<file path="config.mk">
export PLATFORM = sky130hd
export DESIGN_NAME = apb_master_q
export DESIGN_NICKNAME = d
export VERILOG_FILES = /design/src/rtl/apb_master_q.sv
export SDC_FILE = /design/constraint.sdc
export NUM_CORES = 1
export LEC_CHECK = 0
export CORE_UTILIZATION = 44
export CTS_BUF_LIST = sky130_fd_sc_hd__clkbuf_8
export CTS_CLUSTER_SIZE = 28
export DETAILED_ROUTE_END_ITERATION = 10
export HOLD_SLACK_MARGIN = 0.08
export PLACE_DENSITY_LB_ADDON = 0.12
export SYNTH_ARGS = -nofsm -noshare
export SYNTH_HDL_FRONTEND = slang
export SYNTH_SLANG_ARGS = --single-unit
</file>
<file path="constraint.sdc">
create_clock -name PCLK -period 4.2 [get_ports PCLK]
set_input_delay 0.63 -clock PCLK [delete_from_list [all_inputs] [get_ports PCLK]]
set_output_delay 0.63 -clock PCLK [all_outputs]
set_load 0.02 [all_outputs]
</file>
<file path="src/rtl/apb_master_q.sv">
// apb_master_q: APB4 requester fed by a command FIFO.
//
// Commands (read/write, address, data, strobes) are pushed through a
// valid/ready port into a first-word-fall-through FIFO. A four-state FSM
// pops one command at a time and runs a SETUP/ACCESS transfer. ACCESS
// supports wait states and an optional watchdog. The result (read data,
// error and timeout flags) is returned through a valid/ready port.
//
// Handshakes: a transfer on either port happens on a rising PCLK edge
// where valid and ready are both high. A command is held by the sender
// until accepted. A response is held by this block, unchanged, until
// accepted.
//
// Ports:
//   PCLK, PRESET        clock; asynchronous active-high reset
//   cmd_valid/ready     command handshake; ready = FIFO not full
//   cmd_write/addr/wdata/strb   command payload
//   rsp_valid/ready     response handshake
//   rsp_rdata/err/timeout       response payload (rdata is 0 for writes)
//   fifo_level          commands currently queued
//   fsm_state           debug view of the transfer FSM (IDLE=0)
//   PSEL..PSTRB         APB request outputs, all registered
//   PRDATA/PREADY/PSLVERR       APB completer inputs
//
// DATA_W must be 8, 16 or 32. DEPTH must be a power of 2 and at least 2.
// TIMEOUT = 0 disables the watchdog.
module apb_master_q #(
   parameter int ADDR_W  = 32,
   parameter int DATA_W  = 32,
   parameter int DEPTH   = 4,
   parameter int TIMEOUT = 16
) (
   input  logic                      PCLK,
   input  logic                      PRESET,
   input  logic                      cmd_valid,
   output logic                      cmd_ready,
   input  logic                      cmd_write,
   input  logic [ADDR_W-1:0]         cmd_addr,
   input  logic [DATA_W-1:0]         cmd_wdata,
   input  logic [DATA_W/8-1:0]       cmd_strb,
   output logic                      rsp_valid,
   input  logic                      rsp_ready,
   output logic [DATA_W-1:0]         rsp_rdata,
   output logic                      rsp_err,
   output logic                      rsp_timeout,
   output logic [$clog2(DEPTH):0]    fifo_level,
   output logic [1:0]                fsm_state,
   output logic                      PSEL,
   output logic                      PENABLE,
   output logic                      PWRITE,
   output logic [ADDR_W-1:0]         PADDR,
   output logic [DATA_W-1:0]         PWDATA,
   output logic [DATA_W/8-1:0]       PSTRB,
   input  logic [DATA_W-1:0]         PRDATA,
   input  logic                      PREADY,
   input  logic                      PSLVERR
);

   localparam int PTR_W  = $clog2(DEPTH);
   localparam int LVL_W  = PTR_W + 1;
   localparam int STRB_W = DATA_W / 8;
   localparam int CNT_W  = (TIMEOUT > 1) ? $clog2(TIMEOUT) : 1;
   localparam logic [LVL_W-1:0] FULL_LVL = LVL_W'(DEPTH);
   localparam logic [CNT_W-1:0] CNT_LAST = CNT_W'((TIMEOUT > 0) ? TIMEOUT - 1 : 0);

   typedef enum logic [1:0] {IDLE = 2'd0, SETUP = 2'd1, ACCESS = 2'd2, RESP = 2'd3} state_t;

   state_t              state;
   logic [CNT_W-1:0]    wait_cnt;
   logic [PTR_W-1:0]    wr_ptr;
   logic [PTR_W-1:0]    rd_ptr;
   logic [LVL_W-1:0]    level_next;
   logic                push;
   logic                pop;

   logic [ADDR_W-1:0]   mem_addr  [DEPTH];
   logic [DATA_W-1:0]   mem_wdata [DEPTH];
   logic [STRB_W-1:0]   mem_strb  [DEPTH];
   logic                mem_write [DEPTH];

   assign fsm_state = state;

   // cmd_ready is a register, so a full FIFO refuses a push even in a
   // cycle where the FSM pops.
   assign push = cmd_valid && cmd_ready;
   assign pop  = (state == IDLE) && (fifo_level != '0);

   always_comb begin
      level_next = fifo_level;
      if (push && !pop) begin
         level_next = fifo_level + LVL_W'(1);
      end else if (pop && !push) begin
         level_next = fifo_level - LVL_W'(1);
      end
   end

   // Payload storage carries no reset; only pointers and level define
   // which entries are valid.
   always_ff @(posedge PCLK) begin
      if (push) begin
         mem_addr[wr_ptr]  <= cmd_addr;
         mem_wdata[wr_ptr] <= cmd_wdata;
         mem_strb[wr_ptr]  <= cmd_strb;
         mem_write[wr_ptr] <= cmd_write;
      end
   end

   always_ff @(posedge PCLK or posedge PRESET) begin
      if (PRESET) begin
         state       <= IDLE;
         wait_cnt    <= '0;
         wr_ptr      <= '0;
         rd_ptr      <= '0;
         fifo_level  <= '0;
         cmd_ready   <= 1'b0;
         rsp_valid   <= 1'b0;
         rsp_rdata   <= '0;
         rsp_err     <= 1'b0;
         rsp_timeout <= 1'b0;
         PSEL        <= 1'b0;
         PENABLE     <= 1'b0;
         PWRITE      <= 1'b0;
         PADDR       <= '0;
         PWDATA      <= '0;
         PSTRB       <= '0;
      end else begin
         fifo_level <= level_next;
         cmd_ready  <= (level_next != FULL_LVL);
         if (push) wr_ptr <= wr_ptr + PTR_W'(1);
         if (pop)  rd_ptr <= rd_ptr + PTR_W'(1);

         case (state)
            IDLE: begin
               if (pop) begin
                  PADDR  <= mem_addr[rd_ptr];
                  PWRITE <= mem_write[rd_ptr];
                  // Reads never present write data or strobes on the bus.
                  PWDATA <= mem_write[rd_ptr] ? mem_wdata[rd_ptr] : '0;
                  PSTRB  <= mem_write[rd_ptr] ? mem_strb[rd_ptr] : '0;
                  PSEL   <= 1'b1;
                  state  <= SETUP;
               end
            end
            SETUP: begin
               PENABLE  <= 1'b1;
               wait_cnt <= '0;
               state    <= ACCESS;
            end
            ACCESS: begin
               if (PREADY) begin
                  PSEL        <= 1'b0;
                  PENABLE     <= 1'b0;
                  rsp_valid   <= 1'b1;
                  rsp_rdata   <= PWRITE ? '0 : PRDATA;
                  rsp_err     <= PSLVERR;
                  rsp_timeout <= 1'b0;
                  state       <= RESP;
               end else if ((TIMEOUT != 0) && (wait_cnt == CNT_LAST)) begin
                  // wait_cnt counts ACCESS cycles already spent, so the
                  // abort lands at the end of the TIMEOUT-th cycle.
                  PSEL        <= 1'b0;
                  PENABLE     <= 1'b0;
                  rsp_valid   <= 1'b1;
                  rsp_rdata   <= '0;
                  rsp_err     <= 1'b1;
                  rsp_timeout <= 1'b1;
                  state       <= RESP;
               end else begin
                  wait_cnt <= wait_cnt + CNT_W'(1);
               end
            end
            RESP: begin
               if (rsp_ready) begin
                  rsp_valid <= 1'b0;
                  state     <= IDLE;
               end
            end
         endcase
      end
   end

endmodule

</file>
==> results of run 1 <==
-- cell usage after synthesis (all sizes together) (2+ instances only) --
master,count
edfxtp,276
nand2,211
dfrtp,120
mux4,69
nand3,40
clkbuf,27
o21ai,24
a22o,20
buf,17
inv,12
ha,11
a21oi,6
xnor2,5
and3,4
nor2,4
a31oi,3
and2,2
nand2b,2
nand4,2
o31ai,2
-- final timing paths --
path	start	to	slack [ns]	cells past startpoint
hold reg to reg	PWDATA[10]	PWDATA[10]	0.47	2
max in group asynchronous	PRESET	rd_ptr[1]	2.95	3
min in group PCLK	PWDATA[10]	PWDATA[10]	0.47	2
setup reg to reg	fsm_state[0]	rsp_rdata[27]	1.74	6
hold / removal	PRESET	rsp_rdata[3]	0.45	2
setup / recovery	fsm_state[0]	rsp_rdata[27]	1.74	6
-- placed cells by master (no fill, tap or decap), types with 7 or more instances in the layout --
master,synthesis,final
clkdlybuf4s50_1,0,218
nand2_1,211,210
dfrtp_1,120,118
mux4_2,69,69
clkinv_1,0,7
buf_4,5,12
edfxtp_1,276,276
ha_1,11,11
clkbuf_8,0,83
nand3_1,40,40
o21ai_0,23,23
inv_1,12,38
a22o_1,20,20
-- metal layers --
layer  wire [µm]  up-vias  share of wire [%]  track usage [%]
met1       13270     4070                 43            24.32
li1            -     3775                  -                -
met4         608        2                2.0            6.164
met5          17        -              0.055                0
met3        2249       60                7.2            4.950
met2       15040      292                 48            30.95
-- area by class of cell --
cell class	count	share of cell area (%)
Antenna cell	1	0.01327
Clock buffer	83	6.059
Clock inverter	43	1.128
Inverter	12	0.2654
Multi-Input combinational cell	414	17.41
Sequential cell	396	59.92
Tap cell	442	2.933
Timing Repair Buffer	232	12.26
-- power groups by stage --
stage          sequential [mW]  combinational, mW  clock [mW]
5_1_grt                   5.79               5.02        3.63
2_1_floorplan             6.20               2.44           0
6_report                  5.68               4.58        3.35
4_1_cts                   5.70               4.69        3.47
3_3_place_gp              5.76               4.61           0
3_5_place_dp              5.77               4.67           0
-- state kept, by name, summed over array words and instances (netlist names), 16 cells and up --
signal	cells
mem_addr	128
mem_strb	16
mem_wdata	128
PWDATA	32
rsp_rdata	32
PADDR	32
-- cells by family (layout without fill, tap and decap cells) --
family / count (synthesis) / after routing / synth area share (%)
flops: 396 / 396 / 76.17
simple gates: 267 / 267 / 7.386
mux: 70 / 70 / 10.56
compound gates: 60 / 60 / 2.735
buf+inv: 56 / 370 / 1.865
fa+ha+maj: 11 / 11 / 0.9285
xor+xnor: 6 / 6 / 0.3545
other cells: 0 / 1 / 0
-- per-stage QoR --
step / hold WS (ns) / total power, mW
CTS: 0.4371 / 13.86
finish: 0.4511 / 13.62
global placement: 0.4587 / 10.37
global route: 0.4637 / 14.44
detailed placement: 0.4614 / 10.43
floorplan: 0.4980 / 8.648
-- worst register-to-register path: cells and delay by family (launching register included) --
kind            cells  cell delay (ns)
compound gates      1             0.08
simple gates        2             0.82
buf+inv             2             0.53
fa+ha+maj           1             0.49
flops               1             0.41
==> summary.md, run 1 <==
| Metric | Value |
|---|---|
| Hold Crit Class | primary input to asynchronous set/reset pin |
| CP endpoint kind | flop |
| Max-slew violation count | 0 |
| Cell total after placement | 1496 |
| CTS tree | yes |
| I/O Pins | 219 |
| Final WS setup | 1.738 ns |
| CP max-delay cell | nand2_1 |
| GRT Overall Usage | 18.79% |
| Sum Neg Setup Slack | 0 ns |
| Syn Std Cell Area | 14820 µm² |
| Seq cells post-synth | 396 |
| Hold_buf cts | 0 |
| RSZ-0062 raised after global routing | no |
| Fin crit period | 2.462 ns |
| Avg Synthesized Cell Area | 17.12 µm² |
| Initial Util | 45.10% |
| Status | completed |
| Crit path top cell by count | nand2_1 |
| Synth top area cells | edfxtp_1, dfrtp_1, mux4_2, nand2_1, nand3_1 |
| Post-DP HPWL | 18860 µm |
| Syn. warnings | 0 |
| Num rows | 66 |
| Core area | 32870 µm² |
| Net Sw Power | 4.470 mW |
| Tcrit/Tclk final | 58.62% |
| Power Density | 722.3 nW/µm² |
| Critical path launch point type | flop |
| WL final | 31180 µm |
| Post-synth top flop | edfxtp_1 |
| Leading area contributor after synthesis | edfxtp_1 |
| Number of H-tree levels | 3 |
| CTS max path bufs | 3 |
| CP max FO | 35 |
| Top cell type's share of synthesized area | 55.91% |
| Setup CP Type | flop to flop |
| Gr ovfl total | 0 |
| Nets | 1242 |
| Final hold vios | 0 |
| Combinational Power Share | 33.6% |
| Fmax | 406.2 MHz |
| DRC viols | 0 |
| Antenna violations before repair | 2 |
| ANT nets after route | 0 |
| Setup violations, final | 0 |
| Pre-CTS worst setup slack | 1.452 ns |
| Worst-skew pair later-pin latency | 0.57 ns |
| Max Cap Viol | 0 |
| Slew headroom | 28.11% |
| Die width | 185.5 µm |
| Worst-path clk slew | 0.06 ns |
| Vias/cell | 5.052 |
| Async S/R FF share, synth | 30.30% |
| Crit path buf inv count | 2 |
| Die H | 185.5 µm |
| CTS Sinks | 396 |
| Final core occ | 57.37% |
| Vias in the first global route | 8752 |
| Register area share after synthesis | 76.17% |
| CP arrival | 2.90 ns |
| Input/output buffers | 218 |
| CTS Buf Count | 68 |
| Gpl congestion | 0.7687 |
| Root Driver | clkbuf_8 |
| Synth-to-layout area growth | 27.20% |
| CP required | 4.64 ns |
| Critical path's top delay family | simple AND/OR/NAND/NOR gates |
| Average routed wire per standard cell | 19.21 µm |
| Non-filler instance count after layout | 1623 |
| Dpl cell area | 17500 µm² |
| Maximum VDD drop | 473.5 µV |
| CP cell instances | inv_1 -> ha_1 -> nand2_1 -> buf_4 -> nand2_1 -> o21ai_0 |
| Postcts setup bufs | 0 |
| Pin count of the biggest net entering global routing | 76 |
| Syn Nets | 984 |
| Sequential cell area | 11300 µm² |
| Leakage power | 7.180 nW |
| DRT Pass-1 Iters | 5 |
| Unique masters post-synth | 36 |
| Reg power frac | 41.7% |
| Share of layout cells above drive strength 1 | 15.85% |
| Fill cells | 2631 |
| Vias | 8199 |
| Worst slew pin tran | 1.078 ns |
| First-pass GRT wire length | 48600 µm |
| Die area | 34430 µm² |
| Synth Instances | 866 |
| Worst path max stage delay | 0.74 ns |
| Clock power frac | 24.6% |
| Pint | 9.147 mW |
| Final instance area | 18850 µm² |
| Multi-input logic area | 3283 µm² |
| Iter 0 DRT Violations | 483 |
| Switching share of power | 32.83% |
| Post-CTS Resized | 0 |
| Number of synthesized flops with an enable pin | 276 |
| Setup Skew | 0.02162 ns |
Note: power is estimated with default switching activity, not from simulation.
==> run 2: changes to the inputs <==
clock period = 2.1 ns   (was 4.2 ns; I/O delays follow)
==> summary.md, run 2 (synthesis results as in run 1) <==
| Metric | Value |
|---|---|
| Status | completed |
| Iter 0 DRT Violations | 484 |
| Die width | 185.5 µm |
| CTS Sinks | 396 |
| Largest registers | mem_addr x128, mem_wdata x128 |
| Fin crit period | 1.970 ns |
| Setup CP Type | flop to primary output |
| Clock power frac | 22.9% |
| Switching share of power | 33.25% |
| Root Driver | clkbuf_8 |
| Max-slew violation count | 0 |
| Worst-path clk slew | 0.06 ns |
| Combinational Power Share | 35.6% |
| Max Cap Viol | 0 |
| CP required | 1.78 ns |
| Setup violations, final | 0 |
| Power Density | 1429 nW/µm² |
| Hold slack | 0.1536 ns |
| Number of H-tree levels | 3 |
| Pin count of the biggest net entering global routing | 49 |
| Crit path buf inv count | 1 |
| Gr ovfl total | 0 |
| Net Sw Power | 9.061 mW |
| Tcrit/Tclk final | 93.82% |
| Length of routed wiring on met1 | 13820 µm |
| Worst slew pin tran | 0.7074 ns |
| Uppermost layer routed | met5 |
| CP max-delay cell | clkdlybuf4s50_1 |
| Final instance area | 19070 µm² |
| ANT nets after route | 0 |
| Share of layout cells above drive strength 1 | 16.54% |
| Post-DP HPWL | 19280 µm |
| Antenna violations before repair | 5 |
| Leakage power | 7.259 nW |
| Critical path's top delay family | buffers and inverters |
| Metal3 WL | 2478 µm |
| WL final | 31630 µm |
| Setup Skew | 0.03619 ns |
| Final hold vios | 0 |
| Die area | 34430 µm² |
| Average routed wire per standard cell | 19.31 µm |
| DRT Pass-1 Iters | 7 |
| First-pass GRT wire length | 48940 µm |
| Met2 routed WL | 14840 µm |
| Gpl congestion | 0.7766 |
| RSZ-0062 raised after global routing | no |
| Reg power frac | 41.5% |
| CTS Buf Count | 66 |
| Nets | 1255 |
| Input/output buffers | 218 |
| Fmax | 507.6 MHz |
| CTS max path bufs | 3 |
| Sum Neg Setup Slack | 0 ns |
| Worst path max stage delay | 0.65 ns |
| CP arrival | 1.66 ns |
| Hold Crit Class | primary input to asynchronous set/reset pin |
| Initial Util | 45.10% |
| Hold_buf cts | 0 |
| Slew headroom | 52.84% |
| I/O Pins | 219 |
| Vias | 8208 |
| Synth-to-layout area growth | 28.62% |
| CP cell instances | clkdlybuf4s50_1 |
| Worst-skew pair later-pin latency | 0.58 ns |
| Maximum VDD drop | 855.8 µV |
| Core area | 32870 µm² |
| Most common cell after layout, fill and taps aside | edfxtp_1 |
| CP endpoint kind | primary output |
| Vias in the first global route | 8746 |
| GRT Overall Usage | 18.94% |
| Pint | 18.19 mW |
| Vias/cell | 5.011 |
| Critical path launch point type | flop |
| CTS tree | yes |
| CP max FO | 5 |
| Die H | 185.5 µm |
| DRC viols | 0 |
| Commonest non-fill, non-tap cells in the layout | edfxtp_1, clkdlybuf4s50_1, nand2_1, dfrtp_1, clkbuf_8 |
| Dpl cell area | 17810 µm² |
| Num rows | 66 |
[run 2: final timing paths]
| path | start | endpoint | slack, ns | cells past startpoint |
|---|---|---|---|---|
| max reg2reg | fifo_level[0] | cmd_ready | 0.23 | 7 |
| min in group PCLK | PRDATA[30] | rsp_rdata[30] | 0.30 | 3 |
| min reg2reg | PWDATA[14] | PWDATA[14] | 0.47 | 2 |
| max | fifo_level[1] | fifo_level[1] | 0.13 | 1 |
| min | PRESET | rsp_rdata[1] | 0.15 | 2 |
| max in group asynchronous | PRESET | rd_ptr[1] | 1.35 | 3 |
[run 2: cell type report]
| class | count | area, µm² |
|---|---|---|
| Fill cell | 2653 | 13800 |
| Clock inverter | 49 | 237.7 |
| Timing Repair Buffer | 247 | 2628 |
| Multi-Input combinational cell | 414 | 3283 |
| Clock buffer | 73 | 1005 |
| Tap cell | 442 | 553.0 |
| Inverter | 12 | 48.80 |
| Antenna cell | 5 | 12.51 |
| Sequential cell | 396 | 11300 |
[run 2: per-stage QoR]
stage / std cells / total power [mW] / util [%] / worst slack, ns
finish: 1638 / 27.25 / 58.01 / 0.1299
global route: 1634 / 28.93 / 57.98 / 0.04894
CTS: 1633 / 27.73 / 57.96 / 0.01245
detailed placement: 1511 / 21.35 / 54.18 / 0.1616
global placement: 1511 / 21.25 / 54.18 / 0.1994
floorplan: 866 / 17.26 / - / 0.1457
[run 2: timing repair]
item,CTS,global route
gates resized for setup,0,1
setup endpoints to repair,0,1
endpoints found under the hold margin,0,0
setup buffers,0,0
[run 2: layer usage]
layer,vias up,track usage [%]
li1,3803,-
met1,4104,25.16
met2,256,29.92
met3,41,5.654
met4,4,6.262
met5,-,0
[run 2: power groups by stage]
stage / registers [mW] / clock network [mW] / logic, mW
detailed placement: 11.5 / 0 / 9.88
global route: 11.5 / 6.83 / 10.6
global placement: 11.4 / 0 / 9.82
finish: 11.3 / 6.24 / 9.70
floorplan: 12.4 / 0 / 4.89
CTS: 11.3 / 6.45 / 9.93
